==> config.mk <==
export PLATFORM = sky130hd
export DESIGN_NAME = ram_arbiter
export DESIGN_NICKNAME = d
export VERILOG_FILES = /design/src/rtl/ram_arb_pkg.sv /design/src/rtl/rr_arb2.sv /design/src/rtl/ram_arbiter.sv
export SDC_FILE = /design/constraint.sdc
export NUM_CORES = 1
export LEC_CHECK = 0
export ABC_AREA = 0
export BUFFER_PORTS_ARGS = -buffer_cell sky130_fd_sc_hd__buf_2
export CAP_MARGIN = 5
export CORE_MARGIN = 2
export CORE_UTILIZATION = 38
export DETAILED_ROUTE_END_ITERATION = 6
export PLACE_DENSITY = 0.79
export SETUP_SLACK_MARGIN = 0.3
export SLEW_MARGIN = 20
export SYNTH_ARGS = -nofsm -noshare
export SYNTH_HDL_FRONTEND = slang
export SYNTH_SLANG_ARGS = --single-unit
==> constraint.sdc <==
create_clock -name i_clk -period 1.7 [get_ports i_clk]
set_input_delay 0.17 -clock i_clk [delete_from_list [all_inputs] [get_ports i_clk]]
set_output_delay 0.17 -clock i_clk [all_outputs]
set_load 0.02 [all_outputs]
==> src/rtl/ram_arb_pkg.sv <==
// Shared definitions for the RAM arbiter: requester ids, default widths and mask helper.
package ram_arb_pkg;

  typedef enum logic {
    REQ_A = 1'b0,
    REQ_B = 1'b1
  } req_id_e;

  localparam int unsigned RAM_ARB_ADDR_W = 8;
  localparam int unsigned RAM_ARB_DATA_W = 8;

  // One-hot request mask ({B, A}) that admits only the given requester.
  function automatic logic [1:0] req_onehot(req_id_e id);
    return (id == REQ_A) ? 2'b01 : 2'b10;
  endfunction

endpackage

==> src/rtl/rr_arb2.sv <==
// Two-way round-robin picker: a tie goes to the requester that was not granted last.
// Requests outside i_allow are masked; no grant is issued while i_rst is high.
module rr_arb2
  import ram_arb_pkg::*;
(
  input  logic       i_clk,
  input  logic       i_rst,
  input  logic [1:0] i_req,
  input  logic [1:0] i_allow,
  output logic [1:0] o_gnt
);

  req_id_e    last_q, last_d;
  logic [1:0] req_eff;

  always_comb begin
    req_eff = i_rst ? 2'b00 : (i_req & i_allow);
    o_gnt   = 2'b00;
    unique case (req_eff)
      2'b01:   o_gnt = 2'b01;
      2'b10:   o_gnt = 2'b10;
      2'b11:   o_gnt = (last_q == REQ_A) ? 2'b10 : 2'b01;
      default: o_gnt = 2'b00;
    endcase

    last_d = last_q;
    if (o_gnt[0]) begin
      last_d = REQ_A;
    end else if (o_gnt[1]) begin
      last_d = REQ_B;
    end
  end

  // Pointer starts at B so that A wins the first tie.
  always_ff @(posedge i_clk) begin
    if (i_rst) begin
      last_q <= REQ_B;
    end else begin
      last_q <= last_d;
    end
  end

endmodule

==> src/rtl/ram_arbiter.sv <==
// Two-requester arbiter in front of a single-port RAM with registered per-owner read data.
// Define RAM_ARB_LOCK_EN to enable the owner bus lock for atomic multi-access sequences.
module ram_arbiter
  import ram_arb_pkg::*;
#(
  parameter int unsigned ADDR_W = RAM_ARB_ADDR_W,
  parameter int unsigned DATA_W = RAM_ARB_DATA_W
) (
  input  logic              i_clk,
  input  logic              i_rst,

  input  logic              i_a_req,
  input  logic              i_a_we,
  input  logic [ADDR_W-1:0] i_a_addr,
  input  logic [DATA_W-1:0] i_a_wdata,
  input  logic              i_a_lock,
  output logic              o_a_gnt,
  output logic              o_a_rvalid,
  output logic [DATA_W-1:0] o_a_rdata,

  input  logic              i_b_req,
  input  logic              i_b_we,
  input  logic [ADDR_W-1:0] i_b_addr,
  input  logic [DATA_W-1:0] i_b_wdata,
  input  logic              i_b_lock,
  output logic              o_b_gnt,
  output logic              o_b_rvalid,
  output logic [DATA_W-1:0] o_b_rdata,

  output logic [ADDR_W-1:0] o_ram_addr,
  output logic [DATA_W-1:0] o_ram_data,
  output logic              o_ram_we,
  input  logic [DATA_W-1:0] i_ram_data
);

  logic [1:0] req;
  logic [1:0] allow;
  logic [1:0] gnt;
  logic       gnt_any;
  req_id_e    gnt_id;

  req_id_e    sel_q, sel_d;
  logic              a_rvalid_q, a_rvalid_d;
  logic              b_rvalid_q, b_rvalid_d;
  logic [DATA_W-1:0] a_rdata_q, a_rdata_d;
  logic [DATA_W-1:0] b_rdata_q, b_rdata_d;

  assign req = {i_b_req, i_a_req};

  rr_arb2 u_rr_arb2 (
    .i_clk   (i_clk),
    .i_rst   (i_rst),
    .i_req   (req),
    .i_allow (allow),
    .o_gnt   (gnt)
  );

  always_comb begin
    gnt_any = |gnt;
    gnt_id  = gnt[1] ? REQ_B : REQ_A;
  end

`ifdef RAM_ARB_LOCK_EN
  logic    lock_q, lock_d;
  req_id_e owner_q, owner_d;

  // Every grant while locked belongs to the owner, so the granted lock bit alone
  // decides whether the lock persists. Round-robin pointer already points at the owner.
  always_comb begin
    lock_d  = lock_q;
    owner_d = owner_q;
    if (gnt_any) begin
      lock_d  = gnt[1] ? i_b_lock : i_a_lock;
      owner_d = gnt_id;
    end
    allow = lock_q ? req_onehot(owner_q) : 2'b11;
  end

  always_ff @(posedge i_clk) begin
    if (i_rst) begin
      lock_q  <= 1'b0;
      owner_q <= REQ_A;
    end else begin
      lock_q  <= lock_d;
      owner_q <= owner_d;
    end
  end
`else
  logic unused_lock;
  assign unused_lock = i_a_lock ^ i_b_lock;
  assign allow       = 2'b11;
`endif

  always_comb begin
    sel_d      = gnt_any ? gnt_id : sel_q;
    a_rvalid_d = gnt[0] & ~i_a_we;
    b_rvalid_d = gnt[1] & ~i_b_we;
    a_rdata_d  = a_rvalid_d ? i_ram_data : a_rdata_q;
    b_rdata_d  = b_rvalid_d ? i_ram_data : b_rdata_q;
  end

  always_ff @(posedge i_clk) begin
    if (i_rst) begin
      sel_q      <= REQ_A;
      a_rvalid_q <= 1'b0;
      b_rvalid_q <= 1'b0;
      a_rdata_q  <= '0;
      b_rdata_q  <= '0;
    end else begin
      sel_q      <= sel_d;
      a_rvalid_q <= a_rvalid_d;
      b_rvalid_q <= b_rvalid_d;
      a_rdata_q  <= a_rdata_d;
      b_rdata_q  <= b_rdata_d;
    end
  end

  // Idle cycles keep steering the RAM from the last granted requester.
  always_comb begin
    o_ram_addr = (sel_d == REQ_B) ? i_b_addr  : i_a_addr;
    o_ram_data = (sel_d == REQ_B) ? i_b_wdata : i_a_wdata;
    o_ram_we   = (gnt[0] & i_a_we) | (gnt[1] & i_b_we);
  end

  assign o_a_gnt    = gnt[0];
  assign o_b_gnt    = gnt[1];
  assign o_a_rvalid = a_rvalid_q;
  assign o_b_rvalid = b_rvalid_q;
  assign o_a_rdata  = a_rdata_q;
  assign o_b_rdata  = b_rdata_q;

  a_gnt_exclusive: assert property (@(posedge i_clk) !(o_a_gnt && o_b_gnt));
  a_we_needs_gnt:  assert property (@(posedge i_clk) o_ram_we |-> (o_a_gnt || o_b_gnt));
  a_rst_quiet:     assert property (@(posedge i_clk) i_rst |-> !(o_ram_we || o_a_gnt || o_b_gnt));

endmodule
==> results of run 1 <==
==> area by class of cell <==
cell class / instances / share of cell area
Multi-Input combinational cell: 62 / 0.377
Timing Repair Buffer: 94 / 0.360
Sequential cell: 20 / 0.217
Tap cell: 30 / 0.0203
Clock buffer: 4 / 0.0196
Inverter: 3 / 0.00608
==> metal layers <==
metal / vias up / track usage / share of wire
met5: - / 0 / 0
met2: 48 / 0.417 / 0.55
met1: 469 / 0.204 / 0.37
li1: 493 / - / -
met3: 6 / 0.0442 / 0.065
met4: 0 / 0.0488 / 0.018
==> flip-flops by register name, summed over array words and instances, names as in the netlist, named ones only <==
signal	count
o_a_rdata	8
o_a_rvalid	1
o_b_rdata	8
o_b_rvalid	1
u_rr_arb2.last_q	1
==> power groups by stage <==
stage               combinational [mW]  clock [mW]  sequential, mW
detailed placement               0.356           0           0.515
CTS                              0.424       0.281           0.504
finish                           0.475       0.272           0.504
global placement                 0.345           0           0.513
floorplan                        0.195           0           0.541
global route                     0.497       0.305           0.507
==> worst max-delay path, cell delays in order (launching register included) <==
cell and delay, ns:
dfxtp_2 0.34, and2b_4 0.19, o22ai_4 0.16, buf_8 0.18
mux2_4 0.33, buf_6 0.14
==> kinds of logic after synthesis <==
| family | after synthesis | share of synthesized area |
|---|---|---|
| simple gates | 27 | 0.185 |
| flops | 20 | 0.394 |
| compound gates | 3 | 0.0295 |
| mux | 32 | 0.354 |
| buf+inv | 7 | 0.0381 |
==> synthesized netlist by cell type <==
cell,n,share of area
mux2_2,32,0.35
dfxtp_1,20,0.39
nor2b_1,10,0.062
and2b_1,7,0.052
inv_1,3,0.011
nand2_1,3,0.011
a21oi_1,2,0.0098
nor2_1,2,0.0074
and2b_4,1,0.0098
and3b_1,1,0.0086
buf_2,1,0.0049
buf_4,1,0.0074
buf_6,1,0.011
clkbuf_1,1,0.0037
nand2b_4,1,0.014
nand3_1,1,0.0049
nor3_4,1,0.016
o22ai_4,1,0.020
==> metrics by stage <==
stage                     std cells  TNS, ns  area (µm²)
after global placement          202        0        1510
after global routing            213    -2.32        1850
after floorplan                  89        0        1050
after detailed placement        202        0        1510
after CTS                       209    -1.44        1700
final                           213    -1.31        1850
==> worst paths after layout <==
| check | start | to | slack (ns) | cells past startpoint |
|---|---|---|---|---|
| worst max-delay path | u_rr_arb2.last_q | o_ram_data[0] | -0.10 | 5 |
| worst min-delay path | i_ram_data[0] | o_b_rdata[0] | 0.10 | 2 |
| worst max register to register | u_rr_arb2.last_q | o_b_rdata[6] | 0.22 | 7 |
| worst min register to register | o_a_rdata[3] | o_a_rdata[3] | 0.60 | 2 |
==> repair_timing <==
item | CTS | global route
endpoints found under the setup margin | 17 | 34
setup buffers | 3 | 2
pin swaps | 2 | 0
gates resized for setup | 40 | 32
cloned | 0 | 2
==> flow_summary.yaml, run 1 <==
timing:
  setup_slack_ns: -0.104
  finClkSkew_ns: 0.00478
  hold_ws_ns: 0.103
  max_slew.worst_pin.slew_ns: 0.384
  hold_viol_final: 0
  fmax_mhz: 554
  drv_slew: 0
  fin_crit_ns: 1.80
  rsz0062_at_grt: "true"
  final-setup-viol-count: 16
  finalCritPeriodShare: 1.06
  relSlewSlack: 0.744
final_layout:
  final_util: 0.741
  layout_commonest_cell: "buf_2"
  nNetsFinal: 232
  layout-drive-gt1-share: 0.765
  fillCellCount: 185
  seq_area_um2: 402
  final_cell_mix: "buf_2, mux2_4, buf_6"
  antennaDiodeCount: 0
  multi_input_area_um2: 698
  area_growth_pct: 82.0
cts:
  clk_path_buf_depth: 2
  clkTransAtPathRegs_ns: 0.11
  cts_tree: "done"
  cts_hold_buf: 0
  cts_root_buf: "clkbuf_4"
  clock_sinks: 20
  clkLatencyLatePin_ns: 0.30
  h-tree-depth: 1
  numCtsBuffers: 3
pwr:
  finalPower_mw: 1.25
  seqPwrFrac: 0.403
  p_int_mw: 0.886
  p_sw_mw: 0.364
  switching_share: 0.291
  power_leakage_nw: 1.02
  power.density_nw_per_um2: 675
  p_clk_frac: 0.217
  comb_power_share: 0.380
  ir_worst_vdd_uv: 706
floorplanning:
  core_um2: 2500
  die_w_um: 55.7
  num_io_pins: 85
  dieHeight_um: 55.7
  fp.dieArea_um2: 3110
  rows: 18
  start_util: 0.407
setup_path:
  worstPathArrival_ns: 1.63
  cp_data_required_time_ns: 1.53
  path_class: "reg2out"
  endpoint_kind: "output pin"
  worstPathMaxFanout: 10
  crit_path_start_kind: "flip-flop"
synth:
  ys_seq_area_frac: 0.394
  ys_seq_elements: 20
  syn_avg_cell_area_um2: 11.4
  synth_area_um2: 1020
  ys_warn_count: 0
  syn_inst: 89
  syn-num-nets: 137
  ys_types: 18
routing:
  drtPass1Iterations: 2
  drc: 0
  antenna_left: 0
  drt-total-wl_mm: 3.44
  viasPerCell: 4.77
  drt_iter0_markers: 19
  vias: 1016
  routedWlPerCell_um: 16.2
grt:
  antenna_found_initial: 0
  grt_first_pass_wirelength_mm: 5.06
  grtUsageTotal: 0.204
  grt_pass1_vias: 1075
  overflow: 0
  grt_max_degree: 19
run_status:
  status: "complete, but fails checks"
  violations: "setup timing"
place:
  post-dp-hpwl_mm: 2.34
  place_congestion: 0.856
  dpl_worst_slack_ns: 0.182
  io_buffers: 82
hold_path:
  hp-class: "in2reg"
run:
  drv_cap: 0
No activity file was read; power rests on OpenSTA's default activity.
==> run 2: changes to the inputs <==
- CORE_UTILIZATION: 38 -> 39
- CTS_BUF_LIST: unset -> sky130_fd_sc_hd__clkbuf_4 sky130_fd_sc_hd__clkbuf_8
- PLACE_DENSITY: 0.79 -> 0.81
==> run 2 against run 1 <==
Effect of this change: the run still ends with setup timing left; die area fell by 2.4%; utilization is 2.3 points lower; power down 3.3%; wire length is 7.0% lower; combinational power down 8.4%; sequential power barely moved; sequential share of layout area increased by 0.90 points; count of clock-buffer cells in the layout unchanged; non-clock buffer count shrank 2; sequential cell count unchanged; clock skew about the same; largest cell class unchanged; largest power group unchanged; highest routed layer unchanged.
==> flow_summary.yaml, run 2 (same netlist as run 1, synthesis figures left out) <==
routing:
  vias: 994
  viasPerCell: 4.71
  drc: 0
  drt-total-wl_mm: 3.20
  routedWlPerCell_um: 15.2
  drt_iter0_markers: 8
  drtPass1Iterations: 4
  antenna_left: 0
final_layout:
  antennaDiodeCount: 0
  stdcell_count: 211
  nNetsFinal: 230
  fin_area_um2: 1780
  area_growth_pct: 74.8
  final_util: 0.718
  layout-drive-gt1-share: 0.757
  layout_commonest_cell: "buf_2"
  final_cell_mix: "buf_2, dfxtp_1, mux2_4"
  fillCellCount: 189
floorplanning:
  fp.dieArea_um2: 3030
  dieHeight_um: 55.1
  start_util: 0.411
  rows: 18
  core_um2: 2480
  die_w_um: 55.1
  num_io_pins: 85
place:
  place_area_um2: 1510
  place_congestion: 0.588
  post-dp-hpwl_mm: 2.18
  dpl_worst_slack_ns: 0.184
  io_buffers: 82
  dp_cells: 200
pwr:
  power.density_nw_per_um2: 680
  finalPower_mw: 1.21
  power_leakage_nw: 0.966
  ir_worst_vdd_uv: 608
setup_path:
  endpoint_kind: "output pin"
  crit_path_start_kind: "flip-flop"
  worstPathMaxFanout: 17
  worstPathArrival_ns: 1.68
  path_class: "reg2out"
  cp_data_required_time_ns: 1.53
  r2r-start: "u_rr_arb2.last_q"
  crit_start: "u_rr_arb2.last_q"
cts:
  clk_path_buf_depth: 2
  cts_root_buf: "clkbuf_4"
  clock_sinks: 20
  numCtsBuffers: 3
  cts_tree: "done"
  clkLatencyLatePin_ns: 0.29
  clkTransAtPathRegs_ns: 0.11
  h-tree-depth: 1
grt:
  antenna_found_initial: 0
  overflow: 0
  grt_max_degree: 19
  grt_pass1_vias: 835
  grt_first_pass_wirelength_mm: 3.88
  grtUsageTotal: 0.187
hold_path:
  worstHoldStart: "i_ram_data[4]"
  hp-class: "in2reg"
timing:
  relSlewSlack: 0.672
  hold_ws_ns: 0.109
  hold_viol_final: 0
  final-setup-viol-count: 16
  finClkSkew_ns: 0.00505
  fin_crit_ns: 1.85
  drv_slew: 0
  max_slew.worst_pin.slew_ns: 0.491
  timing.setup.tns_ns: -1.74
  rsz0062_at_grt: "true"
  finalCritPeriodShare: 1.09
  fmax_mhz: 541
  setup_slack_ns: -0.148
run:
  drv_cap: 0
run_status:
  violations: "setup timing"
  status: "complete, but fails checks"
==> run 2: power breakdown <==
part | internal [mW] | switching [mW]
clock | 0.130 | 0.139
sequential | 0.493 | 0.0108
combinational | 0.232 | 0.203
==> run 2: area by class of cell <==
cell class	count	area [µm²]	area share
tap	30	37.5	0.0211
multi-input combinational	62	668	0.376
timing repair buffer	92	623	0.350
sequential	20	402	0.226
clock buffer	4	36.3	0.0204
inverter	3	11.3	0.00633
==> run 2: per-layer routing <==
| metal | track usage | wire (µm) |
|---|---|---|
| met5 | 0 | 0 |
| met3 | 0.0484 | 82 |
| met4 | 0.0488 | 19 |
| met2 | 0.347 | 1860 |
| met1 | 0.209 | 1240 |
==> run 2: path summary, 6_finish.rpt <==
path              endpoint  slack (ns)  depth (start not counted)
min           o_a_rdata[4]        0.11                          2
max          o_ram_addr[7]       -0.15                          5
max reg2reg   o_b_rdata[2]        0.16                          8
min reg2reg   o_a_rdata[4]        0.60                          2
==> run 2: worst max-delay path, stage by stage (launching register included) <==
cell and delay, ns:
dfxtp_2 0.34, and2b_4 0.21, o22ai_4 0.13, buf_12 0.19
mux2_2 0.35, buf_4 0.16
==> run 2: what timing repair did <==
item | CTS | global route
setup buffers | 4 | 2
gates cloned | 0 | 1
pin swaps | 0 | 0
endpoints found under the setup margin | 25 | 26
hold buffers | 0 | 0
gates resized for setup | 22 | 22
hold endpoints to repair | 0 | 0
